===== config.mk =====
export PLATFORM = sky130hd
export DESIGN_NAME = counter_updown_mod
export DESIGN_NICKNAME = d
export VERILOG_FILES = /design/src/rtl/counter_updown_mod.sv
export SDC_FILE = /design/constraint.sdc
export NUM_CORES = 1
export LEC_CHECK = 0
export ABC_AREA = 1
export BUFFER_PORTS_ARGS = -buffer_cell sky130_fd_sc_hd__buf_4
export CORE_AREA = 2 2 39 41
export CTS_CLUSTER_SIZE = 12
export DETAILED_ROUTE_END_ITERATION = 8
export DIE_AREA = 0 0 41 43
export GPL_TIMING_DRIVEN = 0
export PLACE_DENSITY = 0.53
export SLEW_MARGIN = 15
export SYNTH_ARGS = -nofsm -noshare
export SYNTH_HDL_FRONTEND = slang
export SYNTH_SLANG_ARGS = --single-unit

===== constraint.sdc =====
create_clock -name clk -period 1.69 [get_ports clk]
set_input_delay 0.338 -clock clk [delete_from_list [all_inputs] [get_ports clk]]
set_output_delay 0.338 -clock clk [all_outputs]
set_load 0.02 [all_outputs]

===== src/rtl/counter_updown_mod.sv =====
// counter_updown_mod
//   Parametrised modulo counter (0..MODULUS-1) with up/down direction, count
//   enable, clamped parallel load and a choice of wrap or saturate at the ends.
//
// Parameters
//   WIDTH    : counter width in bits (1..16)
//   MODULUS  : count range 0..MODULUS-1 (2..2^WIDTH)
//   SATURATE : 0 = wrap at the ends, 1 = hold at the end value
//
// Ports
//   clk         in   rising-edge clock
//   clr         in   asynchronous clear, active-high
//   en          in   count enable, one step per clock
//   up          in   direction, 1 = increment, 0 = decrement
//   load        in   synchronous parallel load (beats en)
//   load_val    in   value to load, clamped to MODULUS-1
//   q           out  current count (registered)
//   is_all_zero out  q == 0 (combinational)
//   tc          out  terminal count for the current direction (combinational)
//   wrap        out  registered one-cycle pulse on each wrap event
module counter_updown_mod #(
  parameter int unsigned WIDTH    = 4,
  parameter int unsigned MODULUS  = 16,
  parameter bit          SATURATE = 1'b0
) (
  input  logic             clk,
  input  logic             clr,
  input  logic             en,
  input  logic             up,
  input  logic             load,
  input  logic [WIDTH-1:0] load_val,
  output logic [WIDTH-1:0] q,
  output logic             is_all_zero,
  output logic             tc,
  output logic             wrap
);

  if (WIDTH < 1 || WIDTH > 16) begin : g_bad_width
    $error("counter_updown_mod: WIDTH must be in 1..16");
  end
  if (MODULUS < 2 || MODULUS > (32'd1 << WIDTH)) begin : g_bad_modulus
    $error("counter_updown_mod: MODULUS must be in 2..2^WIDTH");
  end

  localparam logic [WIDTH-1:0] MAX_VAL = WIDTH'(MODULUS - 1);
  localparam logic [WIDTH-1:0] ONE     = WIDTH'(1);

  logic [WIDTH-1:0] r_q;
  logic             r_wrap;
  logic [WIDTH-1:0] w_q_next;
  logic             w_wrap_next;
  logic             w_at_max;
  logic             w_at_zero;

  assign w_at_max  = (r_q == MAX_VAL);
  assign w_at_zero = (r_q == '0);

  // End-of-range is detected on the current value before stepping, so a value
  // of MODULUS or above is never formed in the register.
  always_comb begin
    w_q_next    = r_q;
    w_wrap_next = 1'b0;
    if (load) begin
      w_q_next = (load_val > MAX_VAL) ? MAX_VAL : load_val;
    end else if (en) begin
      if (up) begin
        if (!w_at_max) begin
          w_q_next = r_q + ONE;
        end else if (!SATURATE) begin
          w_q_next    = '0;
          w_wrap_next = 1'b1;
        end
      end else begin
        if (!w_at_zero) begin
          w_q_next = r_q - ONE;
        end else if (!SATURATE) begin
          w_q_next    = MAX_VAL;
          w_wrap_next = 1'b1;
        end
      end
    end
  end

  always_ff @(posedge clk or posedge clr) begin
    if (clr) begin
      r_q    <= '0;
      r_wrap <= 1'b0;
    end else begin
      r_q    <= w_q_next;
      r_wrap <= w_wrap_next;
    end
  end

  assign q           = r_q;
  assign wrap        = r_wrap;
  assign is_all_zero = w_at_zero;
  assign tc          = up ? w_at_max : w_at_zero;

endmodule


==> impl_results.md, run 1 <==
* CTS tree: yes
* Critical Path Most Common Cell: inv_2
* Clock Tree Buf Depth at 2
* Worst-path clk slew at 0.04 ns
* Top cell type's share of synthesized area at 33.9%
* Diodes inserted at 0
* Status: finished, final reports clean
* GRT met1 Usage at 19.0%
* Measured slew at the worst slew-check pin at 0.224 ns
* Cell taking the most area after synthesis: dfrtp_1
* Initial drt markers at 2
* Die area at 1760 µm²
* Comb power frac at 39.9%
* DRC Markers at 0
* # nets final at 89
* Sw frac at 34.7%
* RD Place Congestion at 0.788
* Post-synth cell types at 15
* Largest net degree at the start of global routing at 8
* Critical-path cell list: inv_2 > ha_4 > nand2_2 > inv_2 > o21ai_2 > inv_1 > buf_6
* Num CTS Buffers at 3
* Inst Count DP at 85
* R2r startpoint: q[0]$_DFFE_PP0P_
* Leakage at 0.323 nW
* CP Capture Type: output pin
* Skew final at 0.000760 ns
* # rows at 14
* Sequential element share of the synthesized area at 33.9%
* CORE AREA at 1380 µm²
* Place WS at 0.109 ns
* Syn Area/Cell at 6.84 µm²
* Hold path start: load_val[1]
* Fin. max-slew vios at 0
* Fin worst setup slack at 0.0397 ns
* GR Util met3 at 3.14%
* RR Endpoint: q[2]$_DFFE_PP0P_
* Synth area leaders: dfrtp_1 34%, nand2_1 16%, inv_1 8.1%
* Layout cells sized above 1 at 40.3%
* All-Layer GR Usage at 12.9%
* Layout area overhead at 58.3%
* Sequential power share at 32.2%
* Root Buffer: clkbuf_4
* Startpoint types: register
* Worst Hold End: q[1]$_DFFE_PP0P_
* Initial core utilization at 26.7%
* Final HPWL DP at 677 µm
* Crit path buffers/inverters at 4
* Fin. Hold Viols at 0
* First-pass GRT wire length at 1590 µm
* I/O Buffers at 15
* CTS sink cnt at 5
* Fin crit share at 97.7%
* Ports at 16
* # setup viols final at 0
* Power Internal at 0.316 mW
* Yosys warns at 0
* Fin crit period at 1.65 ns
* Grt ovf at 0
* Worst-Skew Late Latency at 0.24 ns
* R2r setup slk at 0.47 ns
* Post-Syn Nets at 65
* Clock power share at 27.9%
* Global-route met2 utilization at 18.1%
* Htree depth at 1
* Worst hold stages at 3
* Relative slew slack at 85.0%
* RSZ-0062 raised after global routing: yes
* Mapped cell area at 369 µm²
* GRT busiest layer: met1
* Delay-heaviest family, CP: flip-flops
* Per-cell routed wire length at 9.87 µm
* CP Max Fanout at 4
* Sw power at 0.168 mW
* Max_cap viols at 0
* Post-route insts no fill at 93
* Largest stage delay on the critical path at 0.40 ns
* Vias in the first global route at 407
* Synthesized instance count at 54
* Peak VDD IR at 0.406 mV
* Reg2reg path depth at 6
* Vias/cell at 4.37
* Die width at 41 µm
* Power Dens Cells at 828 nW/µm²
* Final ANT Viol Nets at 0
* Setup CP Type: register to output pin
* Data arrival, critical path at 1.31 ns
* Die Y at 43 µm
* Routed WL at 918 µm
* Seq cells post-synth at 5
* HP Class: input port to register
* Max frequency at 606 MHz
* Critical path data required time at 1.35 ns
* Fin Setup TNS at 0 ns
* Fillers at 148
* Vias at 406
* CP max-delay cell: dfrtp_1
* Hold_ws at 0.324 ns
* First drt pass iteration count at 4
* Initial antenna violation count at 0
## power groups by stage
stage	logic [mW]	registers [mW]	clock network [mW]
floorplan	0.0832	0.172	0
global placement	0.160	0.162	0
detailed placement	0.161	0.161	0
CTS	0.184	0.156	0.142
global route	0.219	0.159	0.150
finish	0.193	0.156	0.135
## repair_timing
| item | in CTS | in global routing |
|---|---|---|
| hold buffers | 1 | 0 |
| endpoints found under the setup margin | 1 | 1 |
| pin swaps | 0 | 1 |
| gates resized for setup | 4 | 3 |
| hold endpoints to repair | 5 | 0 |
| cloned | 0 | 0 |
| buffers inserted | 3 | 0 |
## metal layers
metal	up-vias	routed length [µm]
met5	-	0
met4	0	0
met3	0	44
met2	10	448
met1	181	425
li1	215	-
## worst max path at each step
stage | depth (start not counted) | from | to | slack (ns)
detailed placement | 7 | q[0]$_DFFE_PP0P_ | tc | 0.11
global route | 7 | q[1]$_DFFE_PP0P_ | tc | -0.07
CTS | 7 | q[1]$_DFFE_PP0P_ | tc | 0.02
floorplan | 6 | q[0]$_DFFE_PP0P_ | tc | 0.15
finish | 7 | q[1]$_DFFE_PP0P_ | tc | 0.04
global placement | 7 | q[0]$_DFFE_PP0P_ | tc | 0.10
## synthesized netlist by cell type
cell type and count:
a22oi_1 1, dfrtp_1 5, ha_1 2, inv_1 8
inv_2 4, nand2_1 16, nand3_1 4, nand4_1 1
nor2_1 4, o211ai_1 1, o21ai_0 1, o21ai_1 3
o21bai_2 1, o221ai_1 1, xor2_1 2
## state kept, by name, indices dropped and copies added, names as in the netlist
name / count
q: 4
wrap: 1
## tightest hold or removal path, cell delays in order
cell and delay [ns]:
buf_4 0.07, nand2_1 0.04, o221ai_1 0.06
## kinds of logic after synthesis
kind of cell	Yosys count	synth area share, %
AND/OR/NAND/NOR	25	27.5
adder cells (fa/ha/maj)	2	6.78
XOR/XNOR	2	4.75
buffers and inverters	12	12.2
flip-flops	5	33.9
AO/OA/AOI/OAI	8	14.9
## cell type report
| cell class | instances | area, µm² | area share [%] |
|---|---|---|---|
| well taps | 16 | 20.0 | 3.43 |
| multi-input cells | 37 | 218 | 37.3 |
| flip-flops and latches | 5 | 126 | 21.6 |
| repair buffers | 19 | 149 | 25.5 |
| clock buffers | 4 | 26.3 | 4.50 |
| inverters | 12 | 45.0 | 7.71 |
## per-stage QoR
stage               total power [mW]  area (µm²)  util (%)
finish                         0.484         584      42.2
global route                   0.528         584      42.2
CTS                            0.483         568      41.0
detailed placement             0.321         502      36.3
global placement               0.322         502      36.3
floorplan                      0.255         369         -
## layout by cell type (no fill, tap or decap)
master	instances
nand4_1	1
nand2_2	1
o21ai_1	2
o21ai_2	1
buf_6	1
nand2_1	15
inv_2	5
dfrtp_2	1
xor2_1	2
nand3_1	4
ha_1	1
dfrtp_1	4
inv_1	7
a22oi_1	1
ha_4	1
o221ai_1	1
dlygate4sd3_1	1
clkbuf_1	1
clkbuf_4	3
nor2_1	4
o21ai_0	1
o21bai_2	1
o211ai_1	1
buf_4	17
Power figures use the tool's default switching activity.
==> run 2: changes to the inputs <==
--- a/config.mk
+++ b/config.mk
@@ -8,4 +8,5 @@
 export ABC_AREA = 1
 export BUFFER_PORTS_ARGS = -buffer_cell sky130_fd_sc_hd__buf_4
+export CAP_MARGIN = 0
 export CORE_AREA = 2 2 39 41
 export CTS_CLUSTER_SIZE = 12
==> constraint.sdc (replaced) <==
create_clock -name clk -period 1.69 [get_ports clk]
set_input_delay 0.338 -clock clk [delete_from_list [all_inputs] [get_ports clk]]
set_output_delay 0.338 -clock clk [all_outputs]
set_load 0.1 [all_outputs]
==> run 2 against run 1 <==
Compared with the run above: the flow now finishes with violations (negative setup slack); non-clock buffer count increased by 1; cell count rose by 1.1%; via count is 4.2% higher; largest power group unchanged; highest routed layer unchanged.
==> impl_results.md, run 2 (synthesis gave the netlist of run 1 again) <==
* Leakage at 0.331 nW
* Diodes inserted at 0
* Die width at 41 µm
* RSZ-0062 raised after global routing: yes
* Data arrival, critical path at 1.49 ns
* Post-layout util at 48.4%
* CTS sink cnt at 5
* Place WS at 0.0229 ns
* RR Endpoint: q[2]$_DFFE_PP0P_
* Num CTS Buffers at 3
* Worst-Skew Late Latency at 0.24 ns
* CTS tree: yes
* Reg2reg path depth at 6
* # rows at 14
* Initial antenna violation count at 0
* Worst Hold End: q[1]$_DFFE_PP0P_
* Largest net degree at the start of global routing at 8
* Design area at 669 µm²
* Vias/cell at 4.50
* CORE AREA at 1380 µm²
* Die area at 1760 µm²
* Layout area overhead at 81.4%
* Post-route insts no fill at 94
* Power Dens Cells at 975 nW/µm²
* Hold path start: load_val[1]
* Vias in the first global route at 429
* Fin. max-slew vios at 0
* I/O Buffers at 15
* Htree depth at 1
* RD Place Congestion at 0.749
* Fillers at 145
* Fin. Hold Viols at 0
* Max frequency at 548 MHz
* Max_cap viols at 0
* Vias at 423
* DRC Markers at 0
* # setup viols final at 1
* Commonest non-fill, non-tap cells in the layout: 17 x buf_4, 14 x nand2_1, 6 x inv_1
* Root Buffer: clkbuf_4
* Routed WL at 990 µm
* R2r startpoint: q[1]$_DFFE_PP0P_
* Area of the multi-input gates at 248 µm²
* Fin crit period at 1.82 ns
* Most common cell after layout, fill and taps aside: buf_4
* Tot Pwr at 0.653 mW
* Critical path data required time at 1.35 ns
* Initial drt markers at 2
* FF+latch area at 140 µm²
* Startpoint types: register
* Skew final at 0.00260 ns
* Inst Count DP at 85
* All-Layer GR Usage at 14.0%
* Ports at 16
* Fin crit share at 108%
* Final ANT Viol Nets at 0
* Per-cell routed wire length at 10.5 µm
* CP Max Fanout at 5
* Measured slew at the worst slew-check pin at 0.277 ns
* Status: finished with violations
* CP Capture Type: output pin
* Setup CP Type: register to output pin
* Placed Area at 569 µm²
* Worst hold stages at 3
* First-pass GRT wire length at 1640 µm
* Clock Tree Buf Depth at 2
* First drt pass iteration count at 4
* Final HPWL DP at 730 µm
* Worst-path clk slew at 0.04 ns
* Violated checks: negative setup slack
* Die Y at 43 µm
* # nets final at 90
* Layout cells sized above 1 at 50.0%
* Relative slew slack at 81.7%
* HP Class: input port to register
* Grt ovf at 0
* Peak VDD IR at 0.408 mV
* Max reg flops at 4
* R2r setup slk at 0.41 ns
* Fin worst setup slack at -0.135 ns
* Initial core utilization at 26.7%
run 2: changes by cell type in the layout (fill, tap and decap cells not counted), moves of 2 or more:
| cell | before | now |
|---|---|---|
| dfrtp_4 | 0 | 4 |
| dfrtp_1 | 4 | 1 |
| inv_2 | 5 | 2 |
| inv_4 | 0 | 2 |
run 2: metal layers:
| layer | up-vias | track usage [%] | wire length [µm] |
|---|---|---|---|
| met5 | - | 0 | 0 |
| met4 | 0 | 6.00 | 0 |
| met3 | 0 | 6.28 | 20 |
| met2 | 6 | 21.6 | 505 |
| met1 | 197 | 15.9 | 463 |
| li1 | 220 | - | - |
run 2: how the worst max path moves through the flow:
stage / end / slack (ns) / depth (start not counted) / start
global placement: tc / 0.03 / 6 / q[0]$_DFFE_PP0P_
floorplan: tc / -0.30 / 6 / q[1]$_DFFE_PP0P_
finish: tc / -0.13 / 7 / q[0]$_DFFE_PP0P_
detailed placement: tc / 0.02 / 6 / q[0]$_DFFE_PP0P_
global route: tc / -0.20 / 7 / q[0]$_DFFE_PP0P_
CTS: tc / -0.14 / 6 / q[0]$_DFFE_PP0P_
run 2: final cells by class:
type / count / area share [%]
multi-input cells: 37 / 37.0
repair buffers: 20 / 25.2
flip-flops and latches: 5 / 20.9
inverters: 12 / 9.91
clock buffers: 4 / 3.93
well taps: 16 / 2.99
run 2: what timing repair did:
| item | in CTS | in global routing |
|---|---|---|
| endpoints found under the hold margin | 2 | 0 |
| resized for setup | 6 | 2 |
| setup buffers | 4 | 0 |
| hold buffers | 1 | 0 |
| setup endpoints to repair | 2 | 2 |
| pin swaps | 1 | 0 |
run 2: per-stage QoR:
step           hold slack, ns  setup TNS [ns]
3_5_place_dp            0.256               0
5_1_grt                 0.311          -0.224
2_1_floorplan           0.117          -0.296
4_1_cts                 0.307          -0.182
6_report                0.310          -0.135
3_3_place_gp            0.251               0
run 2: where the power goes:
group          internal [mW]  total (mW)  switching (mW)
clock                 0.0894       0.141          0.0517
sequential             0.143       0.172          0.0292
combinational          0.112       0.340           0.228
total                  0.344       0.653           0.309
run 2: critical path: stages, from the launching register on:
cell and delay [ns]:
dfrtp_4 0.46, inv_4 0.05, ha_4 0.16, nand2_4 0.10, inv_12 0.03, o21ai_4 0.15
clkinvlp_4 0.12, buf_12 0.17
